<file path="config.mk">
export PLATFORM = sky130hd
export DESIGN_NAME = receive
export DESIGN_NICKNAME = d
export VERILOG_FILES = /design/src/rtl/receive.sv
export SDC_FILE = /design/constraint.sdc
export NUM_CORES = 1
export LEC_CHECK = 0
export ABC_AREA = 0
export ABC_CLOCK_PERIOD_IN_PS = 2200
export CAP_MARGIN = 10
export CORE_MARGIN = 2
export CORE_UTILIZATION = 46
export CTS_CLUSTER_DIAMETER = 200
export DETAILED_ROUTE_END_ITERATION = 12
export PLACE_DENSITY_LB_ADDON = 0.2
export SLEW_MARGIN = 10
export SYNTH_ARGS = -nofsm -noshare
export SYNTH_HDL_FRONTEND = slang
export SYNTH_SLANG_ARGS = --single-unit
</file>
<file path="constraint.sdc">
create_clock -name clk -period 2.2 [get_ports clk]
set_input_delay 0.33 -clock clk [delete_from_list [all_inputs] [get_ports clk]]
set_output_delay 0.33 -clock clk [all_outputs]
set_load 0.03 [all_outputs]
</file>
<file path="src/rtl/receive.sv">
// 8N1 UART receiver; byte is presented on stb/dat at the mid-stop-bit sample (about 9.5 bit times after the start edge).
// Holds stb/dat until rdy; a frame that completes while a byte is still held and no transfer occurs is dropped.
module receive #(
    parameter int  BAUDRATE  = 9600,
    parameter real FREQUENCY = 12e6
) (
    input  logic       clk,
    input  logic       rst,
    input  logic       rxd,
    input  logic       rdy,
    output logic       stb,
    output logic [7:0] dat
);

    localparam int CYCLES = int'(FREQUENCY / BAUDRATE);
    localparam int CW     = $clog2(CYCLES) + 1;
    localparam logic [CW-1:0] FULL = CW'(CYCLES);
    localparam logic [CW-1:0] HALF = CW'(CYCLES / 2);

    typedef enum logic [1:0] {IDLE, START, DATA, STOP} state_t;

    state_t        state;
    logic [1:0]    sync;
    logic [CW-1:0] cnt;
    logic [2:0]    idx;
    logic [7:0]    shreg;
    logic          rxd_s;
    logic          expired;
    logic          xfer;
    logic          frame_ok;

    assign rxd_s = sync[1];

    // The counter is loaded with the wait length and the sample is taken on the edge where it reaches 1.
    always_comb begin
        expired  = (cnt <= CW'(1));
        xfer     = stb & rdy;
        frame_ok = (state == STOP) && expired && rxd_s;
    end

    always_ff @(posedge clk) begin
        if (!rst) begin
            state <= IDLE;
            sync  <= 2'b11;
            cnt   <= '0;
            idx   <= '0;
            shreg <= '0;
            stb   <= 1'b0;
            dat   <= '0;
        end else begin
            sync <= {sync[0], rxd};

            if (state != IDLE && !expired)
                cnt <= cnt - CW'(1);

            case (state)
                IDLE: begin
                    if (!rxd_s) begin
                        state <= START;
                        cnt   <= HALF;
                    end
                end
                START: begin
                    if (expired) begin
                        if (!rxd_s) begin
                            state <= DATA;
                            cnt   <= FULL;
                            idx   <= '0;
                        end else begin
                            state <= IDLE;
                        end
                    end
                end
                DATA: begin
                    if (expired) begin
                        shreg <= {rxd_s, shreg[7:1]};
                        idx   <= idx + 3'd1;
                        cnt   <= FULL;
                        if (idx == 3'd7)
                            state <= STOP;
                    end
                end
                STOP: begin
                    // A low stop bit is a framing error: frame_ok stays low and the byte is discarded.
                    if (expired)
                        state <= IDLE;
                end
                default: state <= IDLE;
            endcase

            if (frame_ok && (!stb || xfer)) begin
                dat <= shreg;
                stb <= 1'b1;
            end else if (xfer) begin
                stb <= 1'b0;
            end
        end
    end

endmodule

</file>
# Word-level counts from Yosys, hierarchy flattened
# Cells that the tools add are included.
classes:
  muxes: 19
  add_sub_neg: 2
  n_eq_ne: 10
  order_cmp: 1
  n_bitwise: 1
  reduce_logical: 14
op_table:
  columns: ["operator", "count"]
  rows:
  - ["$mux 12", 5]
  - ["$pmux 12 s3", 1]
  - ["$le 12x1->1 const B", 1]
  - ["$mux 2", 6]
  - ["$ne 2x2->1 const B", 6]
  - ["$sub 12x1->12 const B", 1]
  - ["$mux 3", 3]
  - ["$pmux 2 s4", 1]
  - ["$pmux 3 s2", 1]
  - ["$reduce_bool 2->1", 3]
  - ["$reduce_and 5->1", 1]
  - ["$eq 2x2->1 const B", 2]
  - ["$logic_and 1x1->1", 4]
  - ["$reduce_and 4->1", 1]
  - ["$add 3x1->3 const B", 1]
  - ["$eq 3x3->1 const B", 1]
  - ["$eq 2x1->1 const B", 1]
  - ["$logic_not 1->1", 2]
  - ["$logic_not 2->1", 1]
  - ["$mux 1", 2]
  - ["$reduce_and 2->1", 1]
  - ["$and 1x1->1", 1]
  - ["$logic_or 1x1->1", 1]
totals:
  register_bits: 36
  wordCells: 54
  output_inout_bits: 9
  in_bits: 4

# Logic depth before layout (Yosys ltp)
# Gate-level depths: netlist of the first run.
depth:
  ltp_word: 7
  ltp_mapped: 8
  depth_no_buf: 6

# Worst setup path after synthesis of the first run
# No wires, ideal clock.
synth_timing:
  path_type: "register to register"
  from: "reg cnt[8]"
  to: "reg dat[2]"
  path_buffers: 3
  path_slack_ps: 108
  arrival_ps: 1960
  required_time_ps: 2068
  path_stages_with_launch: 8
  setup_time_ps: 132
  synth_period_minus_slack_ps: 2092
  cell_sequence: "dfxtp_1 -> or4_1 -> buf_2 -> or4_1 -> buf_2 -> clkbuf_1 -> o21ai_0 -> a21oi_1"
synth_via:
  elab_chain_len: 4
synth_lines:
  columns: ["element", "line_no", "source"]
  rows:
  - ["start, declared", "24", "logic [CW-1:0] cnt;"]
  - ["start signal, assigned", "54", "cnt <= cnt - CW'(1);"]
  - ["$le 12x1->1", "36", "expired = (cnt <= CW'(1));"]
  - ["$logic_and 1x1->1 (2 in a row)", "38", "frame_ok = (state == STOP) && expired && rxd_s;"]
  - ["$logic_and 1x1->1", "91", "if (frame_ok && (!stb || xfer)) begin"]
  - ["end signal, assigned", "92", "dat <= shreg;"]
  - ["end, declared", "12", "output logic [7:0] dat"]
# No other way between the ends.
# A chain may end at the register's enable or synchronous reset.

# Worst setup path in the final report of the first run
layout_timing:
  from: "reg cnt[4]"
  to: "reg cnt[6]"
layout_via:
  elab_chain_len: 7
  word_cells_on_any_way: 10
  classes_between: "add/sub (1); order compare (1); mux (6); reduce/logical (2)"
layout_lines:
  columns: ["element", "line_no", "source"]
  rows:
  - ["$le 12x1->1", "36", null]
  - ["$logic_not 1->1", "53", "if (state != IDLE && !expired)"]
  - ["$logic_and 1x1->1", "53", null]
  - ["$mux 12", "53", null]
  - ["$mux 12", "65", "if (!rxd_s) begin"]
  - ["$mux 12", "64", "if (expired) begin"]
  - ["$pmux 12 s3 *", "56", "case (state)"]
# Mark *: on every way between the ends. The rest lies on a longest branch, timed or not.

==> results of run 1 <==
-- Yosys cell counts --
cell / n
nor3b_1: 1
o21ai_0: 24
a211oi_1: 2
o41ai_1: 1
or3_1: 4
nand3_1: 25
nor3_1: 5
nor2b_1: 2
o21bai_1: 1
a22oi_1: 1
or4_1: 2
o31a_1: 2
nor4_1: 3
or4_4: 1
o31ai_1: 1
and3_1: 1
buf_2: 2
dfxtp_1: 36
o221a_2: 1
o41ai_2: 1
and4_1: 1
o211ai_1: 1
nand2b_1: 4
a311oi_1: 3
o2111ai_1: 2
o41a_1: 1
or2_2: 3
o21a_1: 2
o311ai_0: 2
ha_1: 4
and2_1: 1
nand2_1: 7
a21oi_1: 24
clkbuf_1: 14
mux2_2: 1
a221o_1: 1
mux2i_1: 1
nor2_1: 10
nand4_1: 3
nand4b_1: 3
inv_1: 4
-- final cells by class --
cell class / instances / area, um^2
clock inverter: 3 / 42.54
timing repair buffer: 27 / 232.7
multi-input combinational: 152 / 939.7
clock buffer: 5 / 68.82
fill: 331 / 1554
tap: 48 / 60.06
inverter: 4 / 15.01
sequential: 36 / 720.7
-- per-layer routing --
| metal | share of wire, % | vias to the layer above |
|---|---|---|
| li1 | - | 815 |
| met1 | 45 | 774 |
| met2 | 50 | 37 |
| met3 | 4.5 | 4 |
| met4 | 0.99 | 0 |
| met5 | 0 | - |
-- sequential cells by signal, indices dropped and copies added, names as in the netlist, named ones only --
register,flops
stb,1
shreg,8
cnt,12
sync,2
dat,8
state,1
idx,3
-- through the flow --
stage	utilization [%]	hold WS (ns)	cell area (um^2)	setup WS, ns	power, uW
5_1_grt	57.23	0.4553	2079	0.02146	1878
3_5_place_dp	53.86	0.3964	1957	0.09286	1192
6_report	57.23	0.4152	2079	0.1385	1782
4_1_cts	56.92	0.4132	2068	0.07852	1771
3_3_place_gp	53.86	0.3892	1957	0.1214	1187
2_1_floorplan	-	0.3863	1720	0.1080	1040
-- where the power goes --
| group | internal [uW] | switching [uW] | leakage [uW] |
|---|---|---|---|
| clock | 335 | 243 | 0.0000541 |
| combinational | 198 | 291 | 0.000402 |
| sequential | 679 | 35.3 | 0.000292 |
| total | 1210 | 570 | 0.000748 |
-- placed cells by master, fill, tap and decap left out, types with 3 or more instances in the layout --
| master | n |
|---|---|
| buf_4 | 15 |
| nand4_1 | 3 |
| a21oi_1 | 24 |
| a311oi_1 | 3 |
| clkdlybuf4s50_1 | 12 |
| ha_1 | 4 |
| nor3_1 | 5 |
| nand4b_1 | 3 |
| o21ai_0 | 24 |
| inv_1 | 4 |
| nand3_1 | 25 |
| or2_2 | 3 |
| dfxtp_1 | 36 |
| nor2_1 | 10 |
| clkbuf_8 | 5 |
| or3_1 | 4 |
| or4_4 | 3 |
| nand2_1 | 7 |
| nand2b_1 | 4 |
-- cells by family after synthesis --
logic type	after synthesis	synth area share (%)
buf+inv	20	4.509
simple gates	76	24.07
compound gates	70	25.38
fa+ha+maj	4	2.909
mux	2	1.236
flops	36	41.89
-- worst max path at each step --
stage | startpoint | end
after floorplan | cnt[8] | dat[2]
after global placement | cnt[6] | cnt[8]
after detailed placement | cnt[6] | dat[0]
after CTS | cnt[6] | dat[0]
after global routing | cnt[4] | cnt[8]
final | cnt[4] | cnt[6]
-- timing repair --
item                                    CTS  global route
resized for setup                         0             3
hold endpoints to repair                  0             0
endpoints found under the setup margin    0            20
hold buffers                              0             0
-- worst max-delay path, delay by kind of cell (launching register included) --
family          cells  cell delay, ns
simple gates        1            0.55
compound gates      3            1.07
flops               1            0.36
==> flow_summary.ini, run 1 <==
[global_route]
use_met2_pct = 35.70
grt_busiest_layer = met2
use_met1_pct = 27.55
antenna_found_initial = 0
grt_first_pass_wirelength_um = 7072
overflow = 0
grt_use_met3_pct = 5.137
grt_pass1_vias = 1487
grt_max_degree = 23
grt_use_total_pct = 21.55

[finish]
synthToLayoutAreaGrowth_pct = 20.87
nNetsFinal = 234
antennaDiodeCount = 0
finalNonFillerCells = 275
drive_gt1_share_pct = 14.98

[route]
drtAntennaViolNets = 0
drt-initial-drc-count = 170
firstDrtPassIters = 4
drt-total-wl_um = 4157
viasPerCell = 5.927
drc = 0
post_drt_wl_per_cell_um = 15.12
vias = 1630

[logic_synthesis]
syn_inst = 208
yosysTopAreaCell = dfxtp_1
synth_top_area_share_pct = 41.89
yosys_warnings = 0
synth.cell_area_mm2 = 0.001720
synth-seq-cells = 36
ys_types = 41
synth_nets = 216
synth_area_leaders = dfxtp_1 42%, nand3_1 7.3%, a21oi_1 7.0%
syn_avg_cell_area_um2 = 8.271
ys_seq_area_share_pct = 41.89

[die]
chipWidth_um = 65.16
die_h_um = 65.16
pin_count = 13
rows = 22
coreArea_mm2 = 0.003633
start_util_pct = 47.35
die_area_mm2 = 0.004245

[worst_setup_path]
crit_fanout = 8
reg2reg_depth = 4
critical_path_class = flip-flop to flip-flop
crit_path_max_incr_delay_ns = 0.55
rrSetupSlack_ns = 0.14
endpoint_kind = flip-flop
crit_arrival_ns = 2.28
r2r_end = cnt[6]
crit_chain = or4_4 -> o41a_1 -> a221o_1 -> a21oi_1
required_ns = 2.42
critPathSlowestCell = or4_4
startpoint_type = flip-flop
r2r-start = cnt[4]

[clock_tree]
cts_sinks = 36
cts-buffers-inserted = 5
post-cts-setup-buffers = 0
htree_num_levels = 2
cts-root-buf = clkbuf_8
cts_buffer_depth = 2
cts_tree = done
path_clk_slew_ns = 0.07
clk_latency_ns = 0.29

[pwr]
ir_drop_mv = 0.4800
pwr_density_cell_mw_per_mm2 = 856.8
power_leakage_uw = 0.0007476

[place]
hpwl_um = 2986
dpl.cell_count = 267
numPortBuffers = 12
place_congestion = 0.8517

[timing]
min_period_ns = 2.061
max-slew-margin-rel_pct = 65.20
worst_pin_slew_ns = 0.5173
finalClockSkew_ns = 0.009340
rsz0062_at_grt = false
setup_viol = 0
hold_violations = 0
drv_slew = 0
timing.fmax_mhz = 485.1
tns_ns = 0
fin_crit_sh_pct = 93.70

[worst_hold_path]
min_from = sync[0]
min_path_type = flip-flop to flip-flop
worst_hold_path.endpoint = sync[1]
holdPathStages = 1

[flow_run]
cap_violations = 0

[status]
status = complete, no violations
No activity file was read; power rests on OpenSTA's default activity.
==> run 2: changes to the inputs <==
Settings changed: SETUP_SLACK_MARGIN from default to 0.02.
==> results of run 2 <==
Same layout as run 1: the final DEF is identical, and so are final timing and power.
==> run 3: changes to the inputs <==
Settings changed: CTS_CLUSTER_DIAMETER 200 to 150, PLACE_DENSITY from default to 0.68, PLACE_DENSITY_LB_ADDON 0.2 to default.
==> flow_summary.ini, run 3 (synthesis results as in run 1) <==
[global_route]
grt_max_degree = 24
grt_pass1_vias = 1623
grt_use_total_pct = 23.51
antenna_found_initial = 0
grt_first_pass_wirelength_um = 7741
overflow = 0

[timing]
fin_crit_sh_pct = 96.01
fin_hold_ws_ns = 0.4405
rsz0062_at_grt = false
timing.fmax_mhz = 473.4
hold_violations = 0
setup_viol = 0
finalClockSkew_ns = 0.01082
tns_ns = 0
max-slew-margin-rel_pct = 60.35
min_period_ns = 2.112
drv_slew = 0
worst_pin_slew_ns = 0.5935

[clock_tree]
cts_buffer_depth = 2
cts-buffers-inserted = 5
clk_latency_ns = 0.29
cts_hold_buf = 0
cts_tree = done
htree_num_levels = 2
path_clk_slew_ns = 0.08
cts-root-buf = clkbuf_8
cts_sinks = 36

[route]
firstDrtPassIters = 4
viasPerCell = 6.101
drt-total-wl_um = 4364
post_drt_wl_per_cell_um = 15.75
drt-initial-drc-count = 133
vias = 1690
drtAntennaViolNets = 0
drc = 0

[place]
numPortBuffers = 12
dpl.cell_count = 269
hpwl_um = 2944
place_congestion = 0.8343

[finish]
largest_reg_flops = 12
register_area_um2 = 720.7
synthToLayoutAreaGrowth_pct = 22.25
drive_gt1_share_pct = 15.28
layout_commonest_cell = dfxtp_1
nNetsFinal = 236
fillers = 331
finalNonFillerCells = 277
antennaDiodeCount = 0
final_cell_mix = 36 x dfxtp_1, 25 x nand3_1, 24 x a21oi_1, 24 x o21ai_0, 16 x buf_4
final_util_pct = 57.89
multi_input_area_um2 = 939.7
biggestRegsByFlops = cnt (12), dat (8), shreg (8)
top_register = cnt

[pwr]
p_int_uw = 1238
power_leakage_uw = 0.0007636
p_comb_share_pct = 29.5
ir_drop_mv = 0.4586
switching_share_pct = 31.94
total_power_uw = 1819
clock_power_share_pct = 31.5
power_switching_uw = 580.9
pwr-share-seq_pct = 39.0
pwr_density_cell_mw_per_mm2 = 864.9

[die]
die_h_um = 65.16
chipWidth_um = 65.16
start_util_pct = 47.35
pin_count = 13
die_area_mm2 = 0.004245
rows = 22
coreArea_mm2 = 0.003633

[worst_setup_path]
required_ns = 2.37
endpoint_kind = flip-flop
startpoint_type = flip-flop
crit_fanout = 8
critical_path_class = flip-flop to flip-flop
reg2reg_depth = 6
crit_arrival_ns = 2.28

[flow_run]
cap_violations = 0

[worst_hold_path]
holdPathStages = 1
min_path_type = flip-flop to flip-flop

[status]
status = complete, no violations
run 3: cell count changes in the layout (fill, tap and decap cells not counted):
cell	before	now
buf_12	0	1
clkbuf_1	0	1
buf_4	15	16
clkinvlp_4	1	0
run 3: final cells by class:
class                   instances  share of cell area (%)
multi-input cells             152                   44.68
flip-flops and latches         36                   34.27
repair buffers                 29                   12.37
clock buffers                   6                   3.450
well taps                      48                   2.855
clock inverters                 2                   1.666
inverters                       4                  0.7139
run 3: routing by layer:
metal	GRT usage [%]	share of wire (%)	vias up
li1	-	-	824
met1	32.61	47	806
met2	36.21	47	55
met3	4.452	5.2	5
met4	9.375	1.3	0
met5	0	0	-
run 3: stage by stage:
| step | area, um^2 | setup slack [ns] |
|---|---|---|
| 6_report | 2103 | 0.08768 |
| 4_1_cts | 2096 | 0.04648 |
| 2_1_floorplan | 1720 | 0.1080 |
| 5_1_grt | 2103 | 0.02121 |
| 3_5_place_dp | 1984 | 0.03047 |
| 3_3_place_gp | 1984 | 0.09161 |
run 3: critical path: stages (launching register included):
cell	delay, ns
dfxtp_1	0.34
or4_4	0.53
buf_4	0.18
o41a_1	0.53
buf_4	0.21
a21oi_1	0.13
a311oi_1	0.07
run 3: power by group through the flow:
| stage | registers [uW] | clock network (uW) | logic, uW |
|---|---|---|---|
| floorplan | 717 | 0 | 323 |
| global placement | 721 | 0 | 492 |
| detailed placement | 722 | 0 | 503 |
| CTS | 708 | 588 | 518 |
| global route | 714 | 621 | 584 |
| finish | 709 | 574 | 536 |
run 3: path summary, 6_finish.rpt:
check	from	slack, ns	to
worst max-delay path	cnt[9]	0.09	cnt[8]
worst min register to register	sync[0]	0.44	sync[1]
worst min-delay path	sync[0]	0.44	sync[1]
worst max register to register	cnt[9]	0.09	cnt[8]
run 3: timing repair:
item / 4_1_cts / 5_1_grt
pin swaps: 0 / 2
setup buffers: 0 / 0
hold endpoints to repair: 0 / 0
setup endpoints to repair: 2 / 5
resized for setup: 1 / 2
